## src/rtl/dma_copy.sv

```systemverilog
// Byte-at-a-time memory copy engine acting as a bus initiator.
// Each byte: read strobe, wait states, write strobe, write hold.
module dma_copy #(
    parameter int WAIT_STATES = 0
) (
    input  logic        cpu_clk,
    input  logic        cpu_reset,
    input  logic        start,
    input  logic [15:0] src,
    input  logic [15:0] dst,
    input  logic [15:0] len,
    output logic        busy,
    output logic        done,
    output logic [15:0] dma_addr_o,
    output logic        dma_oe_o,
    output logic        dma_we_o,
    input  logic [7:0]  dma_data_i,
    output logic [7:0]  dma_data_o
);

    typedef enum logic [2:0] {
        IDLE, RD, RDW, WR, WRH, FIN
    } state_t;

    localparam logic [3:0] WAIT_LAST = 4'(WAIT_STATES);

    state_t      state, state_n;
    logic [15:0] src_ptr, dst_ptr, cnt, addr_q;
    logic [7:0]  data_q;
    logic [3:0]  wait_cnt;
    logic        wait_last;

    assign wait_last  = (wait_cnt == WAIT_LAST);
    assign dma_addr_o = addr_q;
    assign dma_data_o = data_q;

    always_comb begin
        state_n  = state;
        busy     = 1'b0;
        done     = 1'b0;
        dma_oe_o = 1'b0;
        dma_we_o = 1'b0;
        case (state)
            IDLE: begin
                if (start)
                    state_n = (len == 16'd0) ? FIN : RD;
            end
            RD: begin
                busy     = 1'b1;
                dma_oe_o = 1'b1;
                state_n  = RDW;
            end
            RDW: begin
                busy = 1'b1;
                if (wait_last)
                    state_n = WR;
            end
            WR: begin
                busy     = 1'b1;
                dma_we_o = 1'b1;
                state_n  = WRH;
            end
            WRH: begin
                busy    = 1'b1;
                state_n = (cnt == 16'd1) ? FIN : RD;
            end
            FIN: begin
                done    = 1'b1;
                state_n = IDLE;
            end
            default: state_n = IDLE;
        endcase
    end

    // Address/data are registered so they hold between strobes.
    always_ff @(posedge cpu_clk) begin
        if (cpu_reset) begin
            state    <= IDLE;
            src_ptr  <= 16'd0;
            dst_ptr  <= 16'd0;
            cnt      <= 16'd0;
            addr_q   <= 16'd0;
            data_q   <= 8'd0;
            wait_cnt <= 4'd0;
        end else begin
            state <= state_n;
            case (state)
                IDLE: begin
                    if (start && len != 16'd0) begin
                        src_ptr <= src;
                        dst_ptr <= dst;
                        cnt     <= len;
                        addr_q  <= src;
                    end
                end
                RD: wait_cnt <= 4'd0;
                RDW: begin
                    wait_cnt <= wait_cnt + 4'd1;
                    if (wait_last) begin
                        data_q <= dma_data_i;
                        addr_q <= dst_ptr;
                    end
                end
                WRH: begin
                    src_ptr <= src_ptr + 16'd1;
                    dst_ptr <= dst_ptr + 16'd1;
                    cnt     <= cnt - 16'd1;
                    if (cnt != 16'd1)
                        addr_q <= src_ptr + 16'd1;
                end
                default: ;
            endcase
        end
    end

endmodule
```

## config.mk

```make
export PLATFORM = sky130hd
export DESIGN_NAME = dma_copy
export DESIGN_NICKNAME = d
export VERILOG_FILES = /design/src/rtl/dma_copy.sv
export SDC_FILE = /design/constraint.sdc
export NUM_CORES = 1
export LEC_CHECK = 0
export CAP_MARGIN = 25
export CORE_MARGIN = 2
export CORE_UTILIZATION = 56
export DETAILED_ROUTE_END_ITERATION = 7
export GPL_ROUTABILITY_DRIVEN = 0
export PLACE_DENSITY = 0.88
export SLEW_MARGIN = 20
export SYNTH_ARGS = -nofsm -noshare
export SYNTH_HDL_FRONTEND = slang
export SYNTH_SLANG_ARGS = --single-unit
export TNS_END_PERCENT = 20
```

## constraint.sdc

```tcl
create_clock -name cpu_clk -period 5 [get_ports cpu_clk]
set_input_delay 0.5 -clock cpu_clk [delete_from_list [all_inputs] [get_ports cpu_clk]]
set_output_delay 0.5 -clock cpu_clk [all_outputs]
set_load 0.05 [all_outputs]
```

==> qor.yml <==
status: "finished, final reports clean"
numCtsBuffers: 9
diodes: 0
yosys_warnings: 0
drt_pass1_iterations: 7
dr.first_iter.drc_count: 504
synth-seq-area-share: 0.361
io_buffers: 86
crit_arrival_ns: 3.39
overflow: 0
htree_levels: 3
ios: 87
nets: 697
drv_cap: 0
clock-sinks: 79
grt_pass1_wl_um: 20400
end_kind: "flop"
hold_ws_ns: 0.460
fillers: 592
area_growth_pct: 26.0
coreArea_um2: 7650
ant_nets: 0
wl_per_cell_um: 17.1
fin_crit_ns: 3.13
startpoint_type: "flop"
syn_area_per_cell_um2: 7.70
routed_wl_um: 12600
power.density_nw_per_um2: 368
rsz0062_at_grt: "false"
worst-path-max-fanout: 18
synth_area_um2: 4380
clk_latency_ns: 0.37
synthCells: 569
cts_root_buf: "clkbuf_8"
async_reset_ff_frac: 0
rows: 32
cts.repair.resized: 0
path_clk_slew_ns: 0.09
slew_viol_final: 0
hold_violations: 0
placed_cells: 721
grt_pass1_vias: 4277
grt_antenna_before_repair: 0
maxSlewHeadroom: 0.307
tns_ns: 0
cts_hold_buffers: 0
synth_cell_types: 59
start_util: 0.573
p_leak_uw: 0.00196
cts_tree: "done"
post_route_cells_drive_above_1_share: 0.0659
final_cell_mix: "clkdlybuf4s50_1 (85), dfxtp_1 (79), a21oi_1 (76), nor2_1 (54), nand2_1 (43)"
worstMarginPinSlew_ns: 1.04
grt_max_degree: 60
ff2ff_setup_slack_ns: 1.87
skew_ns: 0.00996
vias_per_cell: 6.51
cts_setup_buffers: 0
clockBufferDepth: 2
report.final.setup_viol: 0
syn_nets: 634
max_freq_ghz: 0.319
ys_seq_elements: 79
final_common_cell: "clkdlybuf4s50_1"
via_count: 4813
grtUsageTotal: 0.296
crit_type: "reg -> reg"
vdd_drop_max_v: 0.000222
layoutNonFillerInstCount: 739
synth_edf_count: 0
synth-main-ff-cell: "dfxtp_1"
fp.dieW_um: 92.4
place_hpwl_um: 8870
die_area_um2: 8550
route.detailed.drc: 0
fp.dieH_um: 92.4
critical_path_required_ns: 5.26
hp-class: "reg -> reg"
fin_crit_sh: 0.626
-- metrics by stage --
stage / util / worst slack (ns) / cell area, um^2 / power (uW)
after floorplan: - / 2.46 / 4380 / 1250
after global placement: 0.687 / 1.99 / 5250 / 1450
after detailed placement: 0.687 / 1.91 / 5250 / 1480
after CTS: 0.717 / 1.96 / 5480 / 2020
after global routing: 0.722 / 1.60 / 5520 / 2120
final: 0.722 / 1.87 / 5520 / 2030
-- critical path: stages (launching register included) --
cell and delay [ns]:
dfxtp_1 0.69, nor3b_2 0.93, and3_1 0.28, nand3_1 0.44, nand2_1 0.31, mux2_2 0.36
-- logic make-up (layout without fill, tap and decap cells) --
group                      count (synthesis)  in the layout  synth area share
adders and majority gates                  6              6            0.0171
buffers and inverters                     56            124            0.0506
xor gates and xnor gates                   9              9            0.0180
muxes                                      5              5            0.0123
and+or+nand+nor                          223            223             0.265
DFF                                       79             79             0.361
AOI/OAI and AO/OA                        191            191             0.276
-- layout make-up --
cell class	instances	area, um^2	area share
Inverter	13	48.8	0.00884
Clock inverter	7	105	0.0190
Clock buffer	9	124	0.0224
Timing Repair Buffer	95	940	0.170
Sequential cell	79	1580	0.286
Multi-Input combinational cell	434	2590	0.470
Tap cell	102	128	0.0231
-- where the power goes --
part           switching, uW  internal (uW)
combinational            409            260
clock                    261            288
sequential              96.0            716
-- sequential cells by signal, indices dropped and copies added (netlist names) --
signal	cells
dst_ptr	16
dma_data_o	8
wait_cnt	4
state	3
cnt	16
dma_addr_o	16
src_ptr	16
-- worst paths after layout --
path,from,end,cells past startpoint
setup / recovery,state[2],dma_addr_o[8],5
hold / removal,dma_data_o[4],dma_data_o[4],2
setup reg to reg,state[2],dma_addr_o[8],5
hold reg to reg,dma_data_o[4],dma_data_o[4],2
-- cells in the mapped netlist, types with 3 or more instances --
library cell,n,share of area
or2_2,3,0.0043
and2_1,3,0.0043
mux2_2,3,0.0077
xnor2_1,6,0.012
nand2_1,43,0.037
nor4_1,13,0.019
a22o_1,6,0.012
o311ai_0,3,0.0060
ha_1,6,0.017
nand2b_1,4,0.0057
nor3_1,17,0.019
o21ai_0,23,0.026
buf_2,6,0.0069
or3_1,7,0.010
a22oi_1,6,0.010
xor2_1,3,0.0060
or4_1,5,0.0086
nor2b_1,6,0.0086
a21oi_1,76,0.087
nor2_1,54,0.046
nand4_1,8,0.011
inv_1,13,0.011
dfxtp_1,79,0.36
a2bb2oi_1,4,0.0080
and4_1,5,0.010
and3_1,7,0.010
nand3_1,32,0.037
a221oi_1,6,0.012
a31oi_1,21,0.030
a211oi_1,20,0.034
clkbuf_1,34,0.029
nor3b_1,5,0.0086
o211ai_1,6,0.010
-- layer usage --
metal | global-route usage | vias up | share of wire
met2 | 0.487 | 265 | 0.48
met3 | 0.0448 | 30 | 0.084
met1 | 0.390 | 2254 | 0.41
met4 | 0.122 | 0 | 0.024
li1 | - | 2264 | -
met5 | 0 | - | 0
No activity file was read; power rests on OpenSTA's default activity.
